**config.mk**
```make
export PLATFORM = sky130hd
export DESIGN_NAME = asmd_div
export DESIGN_NICKNAME = d
export VERILOG_FILES = /design/src/rtl/asmd_div.sv
export SDC_FILE = /design/constraint.sdc
export NUM_CORES = 1
export LEC_CHECK = 0
export ABC_AREA = 1
export CORE_ASPECT_RATIO = 1.1
export CORE_UTILIZATION = 50
export DETAILED_ROUTE_END_ITERATION = 12
export PLACE_DENSITY_LB_ADDON = 0.3
export SLEW_MARGIN = 20
export SYNTH_ARGS = -nofsm -noshare
export SYNTH_HDL_FRONTEND = slang
export SYNTH_SLANG_ARGS = --single-unit
```
**constraint.sdc**
```tcl
create_clock -name clk -period 1.5 [get_ports clk]
set_clock_uncertainty 0.1 [all_clocks]
set_input_delay 0.45 -clock clk [delete_from_list [all_inputs] [get_ports clk]]
set_output_delay 0.45 -clock clk [all_outputs]
set_load 0.02 [all_outputs]
```
**src/rtl/asmd_div.sv**
```systemverilog
// Sequential restoring unsigned divider: ASMD-style FSM plus shift-subtract datapath.
// Optional ASMD_DIV_EARLY_EN adds an EARLY state that short-circuits a_in < b_in.
module asmd_div #(
    parameter int unsigned WIDTH = 8
) (
    input  logic             clk,
    input  logic             rst,
    input  logic             start,
    input  logic [WIDTH-1:0] a_in,
    input  logic [WIDTH-1:0] b_in,
    output logic             ready,
    output logic [WIDTH-1:0] q,
    output logic [WIDTH-1:0] r,
    output logic             div_by_zero
);

    localparam int unsigned CntW = $clog2(WIDTH) + 1;

`ifdef ASMD_DIV_EARLY_EN
    typedef enum logic [2:0] {StIdle, StDiv0, StLoad, StOp, StEarly} state_e;
`else
    typedef enum logic [2:0] {StIdle, StDiv0, StLoad, StOp} state_e;
`endif

    state_e            state_q;
    logic [WIDTH-1:0]  a_q;
    logic [WIDTH-1:0]  b_q;
    logic [WIDTH-1:0]  rem_q;
    logic [WIDTH-1:0]  quo_q;
    logic [CntW-1:0]   cnt_q;

    logic [WIDTH:0]    shift_val;
    logic [WIDTH-1:0]  diff;
    logic              fits;
    logic [WIDTH-1:0]  rem_nxt;
    logic [WIDTH-1:0]  quo_nxt;

    // The restored remainder is always below the divisor, so only the shifted
    // trial value needs the extra bit.
    always_comb begin
        shift_val = {rem_q, quo_q[WIDTH-1]};
        fits      = shift_val >= {1'b0, b_q};
        diff      = shift_val[WIDTH-1:0] - b_q;
        rem_nxt   = fits ? diff : shift_val[WIDTH-1:0];
        quo_nxt   = {quo_q[WIDTH-2:0], fits};
    end

    assign ready = (state_q == StIdle);

    always_ff @(posedge clk) begin
        if (rst) begin
            state_q     <= StIdle;
            a_q         <= '0;
            b_q         <= '0;
            rem_q       <= '0;
            quo_q       <= '0;
            cnt_q       <= '0;
            q           <= '0;
            r           <= '0;
            div_by_zero <= 1'b0;
        end else begin
            case (state_q)
                StIdle: begin
                    if (start) begin
                        a_q <= a_in;
                        b_q <= b_in;
                        if (b_in == '0) begin
                            state_q <= StDiv0;
`ifdef ASMD_DIV_EARLY_EN
                        end else if (a_in < b_in) begin
                            state_q <= StEarly;
`endif
                        end else begin
                            state_q <= StLoad;
                        end
                    end
                end
                StDiv0: begin
                    q           <= '1;
                    r           <= a_q;
                    div_by_zero <= 1'b1;
                    state_q     <= StIdle;
                end
                StLoad: begin
                    rem_q   <= '0;
                    quo_q   <= a_q;
                    cnt_q   <= CntW'(WIDTH);
                    state_q <= StOp;
                end
                StOp: begin
                    rem_q <= rem_nxt;
                    quo_q <= quo_nxt;
                    cnt_q <= cnt_q - CntW'(1);
                    if (cnt_q == CntW'(1)) begin
                        q           <= quo_nxt;
                        r           <= rem_nxt;
                        div_by_zero <= 1'b0;
                        state_q     <= StIdle;
                    end
                end
`ifdef ASMD_DIV_EARLY_EN
                StEarly: begin
                    q           <= '0;
                    r           <= a_q;
                    div_by_zero <= 1'b0;
                    state_q     <= StIdle;
                end
`endif
                default: state_q <= StIdle;
            endcase
        end
    end

endmodule

```
# After elaboration in Yosys (flattened, before gate mapping)
# Cells that the tools add are included.
# Widths: inputs -> output; s select.
[classes]
eq_ne = 6
magnitude_cmp = 1
mux = 14
n_reduce_logical = 7
n_addsub = 2
[op_table]
columns = ["op", "n"]
rows = [
  ["$pmux 8 s2", 4],
  ["$mux 8", 3],
  ["$ge 9x8->1", 1],
  ["$pmux 3 s3", 1],
  ["$logic_not 8->1", 1],
  ["$pmux 4 s2", 1],
  ["$sub 8x8->8", 1],
  ["$eq 3x2->1 const B", 2],
  ["$mux 3", 2],
  ["$reduce_and 2->1", 3],
  ["$eq 4x1->1 const B", 1],
  ["$ne 2x2->1 const B", 2],
  ["$reduce_bool 2->1", 2],
  ["$sub 4x1->4 const B", 1],
  ["$eq 3x1->1 const B", 1],
  ["$logic_not 3->1", 1],
  ["$mux 2", 1],
  ["$pmux 1 s2", 1],
  ["$mux 1", 1],
]
[word_totals]
regBits = 56
elab_cells = 39
output_inout_bits = 18

# Logic depth before layout (Yosys ltp)
[depth]
word_depth = 4
ltp_mapped = 13
depth_no_buf = 13

# Least setup slack after synthesis
# Ideal clock, no wire load.
[synth_path]
path_type = "register -> register"
start = "reg quo_q[7]"
end = "reg r[6]"
arrival_time_ns = 1.500
setup_slack_ns = -0.155
path_stages_with_launch = 13
setup_time_ns = 0.056
period_less_slack_ns = 1.655
path_cell_list = "dfxtp_1 -> inv_1 -> ha_1 -> fa_1 -> inv_1 -> nand3_1 -> nand3_1 -> nand2_1 -> nand2_1 -> nand3_2 -> nand3_1 -> nand2_1 -> inv_1"
[synth_via]
elab_chain_len = 4
elab_cells_between_ends = 5
[synth_lines]
columns = ["element", "line_no", "text"]
rows = [
  ["start, declared", "29", "logic [WIDTH-1:0] quo_q;"],
  ["start signal, assigned", "86", "quo_q <= a_q;"],
  ["start signal, assigned", "92", "quo_q <= quo_nxt;"],
  ["$sub 8x8->8 or $ge 9x8->1 (tied branches)", "43, 42", ""],
  ["$mux 8 *", "44", "rem_nxt = fits ? diff : shift_val[WIDTH-1:0];"],
  ["$mux 8 *", "94", "if (cnt_q == CntW'(1)) begin"],
  ["$pmux 8 s2 *", "62", "case (state_q)"],
  ["end signal, assigned", "80", "r <= a_q;"],
  ["end signal, assigned", "96", "r <= rem_nxt;"],
  ["end, declared", "13", "output logic [WIDTH-1:0] r,"],
]
# Mark *: on every way between the ends. The rest lies on a longest branch, timed or not. The select of a mux whose other input is x is not followed.
# A chain may end at the register's enable or synchronous reset.

# Worst setup path after layout
[layout_path]
start = "reg b_q[5]"
end = "reg r[6]"
[layout_via]
elab_chain_len = 4
elab_cells_between_ends = 5
[layout_lines]
columns = ["element", "line_no", "text"]
rows = [
  ["start, declared", "27", "logic [WIDTH-1:0] b_q;"],
  ["start signal, assigned", "66", "b_q <= b_in;"],
  ["$sub 8x8->8 or $ge 9x8->1 (tied branches)", "43, 42", ""],
  ["$mux 8 *", "44", ""],
  ["$mux 8 *", "94", ""],
  ["$pmux 8 s2 *", "62", ""],
]
# Marks and branches as above.

==> load_flow_metrics.sql <==
INSERT INTO impl_metrics (metric_group, metric, value, unit) VALUES
('synth', 'synth.distinct_cells', '36', ''),
('placed_design', 'placed_cells', '546', ''),
('synth', 'synth.yosys.seq_area_share', '0.376', ''),
('route', 'vias', '3066', ''),
('power', 'power.switching_fraction', '0.343', ''),
('placed_design', 'finalWeightedCongestion', '0.862', ''),
('synth', 'ys_dominant_reg_cell', 'dfxtp_1', ''),
('finish', 'fillerInstances', '416', ''),
('route', 'drt_drc_violations_left', '0', ''),
('placed_design', 'post_dp_cell_area', '3790', 'sq um'),
('route', 'average_detailed_routed_wire_length_per_instance', '14.8', 'um'),
('clocking', 'clk_transition_reported_paths', '110', 'ps'),
('timing', 'grt_setup_unrepaired', 'yes', ''),
('setup_path', 'cp_capture_type', 'flop', ''),
('clocking', 'clock_sinks', '55', ''),
('global_route', 'grt_pass1_vias', '2859', ''),
('synth', 'synthDominantCellAreaShare', '0.376', ''),
('route', 'drt_iter0_drcs', '306', ''),
('clocking', 'clk_latency', '320', 'ps'),
('finish', 'drive_gt1_frac', '0.356', ''),
('synth', 'synthesis.nets', '438', ''),
('clocking', 'ctsRootBufferMaster', 'clkbuf_8', ''),
('global_route', 'met1_usage_in_global_routing', '0.336', ''),
('timing', 'finalWorstPathRequiredPeriod', '1810', 'ps'),
('timing', 'achievable-frequency', '0.554', 'GHz'),
('setup_path', 'worst_ep_arrival_time', '1940', 'ps'),
('finish', 'design_area', '4080', 'sq um'),
('timing', 'final.hold.worst_slack', '396', 'ps'),
('timing', 'fin_ws', '-306', 'ps'),
('power', 'power_density', '907', 'nW/um^2'),
('timing', 'final_hold_vio_count', '0', ''),
('synth', 'synthMostInstantiatedCell', 'inv_1', ''),
('timing', 'transition_time_at_the_pin_with_the_least_slew_margin', '377', 'ps'),
('floorplan', 'die_width', '74.9', 'um'),
('floorplan', 'floorplan.die_area', '6160', 'sq um'),
('synth', 'synth.largest_area_cell', 'dfxtp_1', ''),
('setup_path', 'timing.critical_path.from_type', 'flop', ''),
('clocking', 'cts_buffer_depth', '2', ''),
('power', 'ir_worst_vdd', '0.643', 'mV'),
('global_route', 'globalRoute.busiestLayer', 'met2', ''),
('synth', 'syn-mean-instance-area', '7.17', 'sq um'),
('status', 'outcome', 'complete, but fails checks', ''),
('global_route', 'grt.met2_usage', '0.491', ''),
('timing', 'finalSetupViolCount', '18', ''),
('clocking', 'clock_tree_from_tritoncts', 'done', ''),
('floorplan', 'die_outline_height', '82.2', 'um'),
('setup_path', 'critical_path.reg2reg.startpoint', 'b_q[5]', ''),
('finish', 'final-seq-area', '1120', 'sq um'),
('floorplan', 'io_pins', '37', ''),
('timing', 'slew_headroom', '0.748', ''),
('route', 'drtAntennaViolNets', '0', ''),
('finish', 'areaGrowthSynthToFinish', '39.4', '%'),
('finish', 'area_of_combinational_cells_with_multiple_inputs', '1740', 'sq um'),
('route', 'detail_route.first_pass.iterations', '5', ''),
('global_route', 'maximum_number_of_pins_on_one_net_before_global_route_repair', '40', ''),
('global_route', 'grt_antenna_before_repair', '0', ''),
('synth', 'synthesis.instances', '408', ''),
('power', 'power_frac_seq', '0.436', ''),
('finish', 'nNetsFinal', '518', ''),
('global_route', 'grt_use_total', '0.280', ''),
('status', 'failed_checks', 'setup timing', ''),
('placed_design', 'dp_slack', '-235', 'ps'),
('power', 'clkPwrFrac', '0.229', ''),
('power', 'p_switching', '1.27', 'mW'),
('power', 'p_int', '2.43', 'mW'),
('setup_path', 'source_of_the_critical_timing_path', 'b_q[5]', ''),
('timing', 'period_share', '1.20', ''),
('clocking', 'cts-htree-levels', '2', ''),
('power', 'pwr-share-comb', '0.335', ''),
('hold_path', 'hold_start', 'quo_q[2]', ''),
('finish', 'number_of_diodes_added_for_antenna_fixing', '0', '');
[registers in the layout, indices dropped and copies added, names as in the netlist]
name         flops
div_by_zero      1
b_q              8
quo_q            8
a_q              8
rem_q            8
state_q          2
r                8
q                8
cnt_q            4
[worst max-delay path: stages, from the launching register on]
cell,delay [ps]
dfxtp_2,340
inv_2,50
ha_4,250
buf_4,140
a21oi_1,300
nand3_2,140
nand2_2,80
nand2_2,60
nand3_2,100
nand3_2,70
nand2_1,60
inv_1,30
[power groups by stage]
stage	Sequential [mW]	Combinational (mW)	Clock [mW]
finish	1.61	1.24	0.845
global route	1.62	1.34	0.925
CTS	1.61	1.15	0.862
detailed placement	1.64	1.03	0
global placement	1.64	1.01	0
floorplan	1.67	0.629	0
[layout make-up]
type / count / share of cell area
clock buffer: 5 / 0.0169
clock inverter: 3 / 0.00552
inverter: 79 / 0.0746
multi-input combinational: 261 / 0.426
sequential: 55 / 0.275
tap: 75 / 0.0230
timing repair buffer: 86 / 0.179
[layer usage]
layer  part of all wire  up-vias
li1                   -     1487
met3              0.054       22
met5                  0        -
met2               0.52      134
met1               0.39     1423
met4              0.032        0
[final timing paths]
check | endpoint | cells past startpoint
worst max-delay path | r[6] | 11
worst min-delay path | q[3] | 2
worst max register to register | r[6] | 11
worst min register to register | q[3] | 2
[through the flow]
step	TNS (ps)	utilization	total power, mW
6_report	-4280	0.741	3.70
5_1_grt	-5810	0.741	3.89
4_1_cts	-3160	0.735	3.62
3_5_place_dp	-7160	0.689	2.67
3_3_place_gp	-6120	0.689	2.65
2_1_floorplan	-383	-	2.30
[placed cells by master, fill, tap and decap left out, types with 2 or more instances in the layout]
cell type,instances
o21ai_0,32
buf_4,43
nor2_4,6
o221ai_1,3
inv_6,2
nor2_2,2
ha_1,2
nand3_2,16
nand2_1,54
nor2_1,25
a21oi_2,2
clkbuf_8,5
clkdlybuf4s15_2,5
nand2_4,5
nor4_1,2
dfxtp_1,38
nand3_4,3
inv_2,15
a21oi_1,35
nor3_1,2
nand2_2,16
clkdlybuf4s50_1,18
ha_4,8
buf_2,12
nand4_1,10
buf_12,3
o22ai_1,4
nand4_4,2
xnor2_1,2
buf_6,4
nand3_1,17
dfxtp_2,17
inv_1,62
o21ai_1,4
[what timing repair did]
action                                  in CTS  in global routing
endpoints found under the setup margin      43                 38
buffers inserted                             5                  3
cloned                                       2                  0
gates resized for setup                     83                 40
pin swaps                                   26                 15
[logic make-up after synthesis]
family	synth area share
flops	0.376
xor+xnor	0.00898
fa+ha+maj	0.0496
simple gates	0.274
compound gates	0.160
buf+inv	0.131
Power figures use the tool's default switching activity.
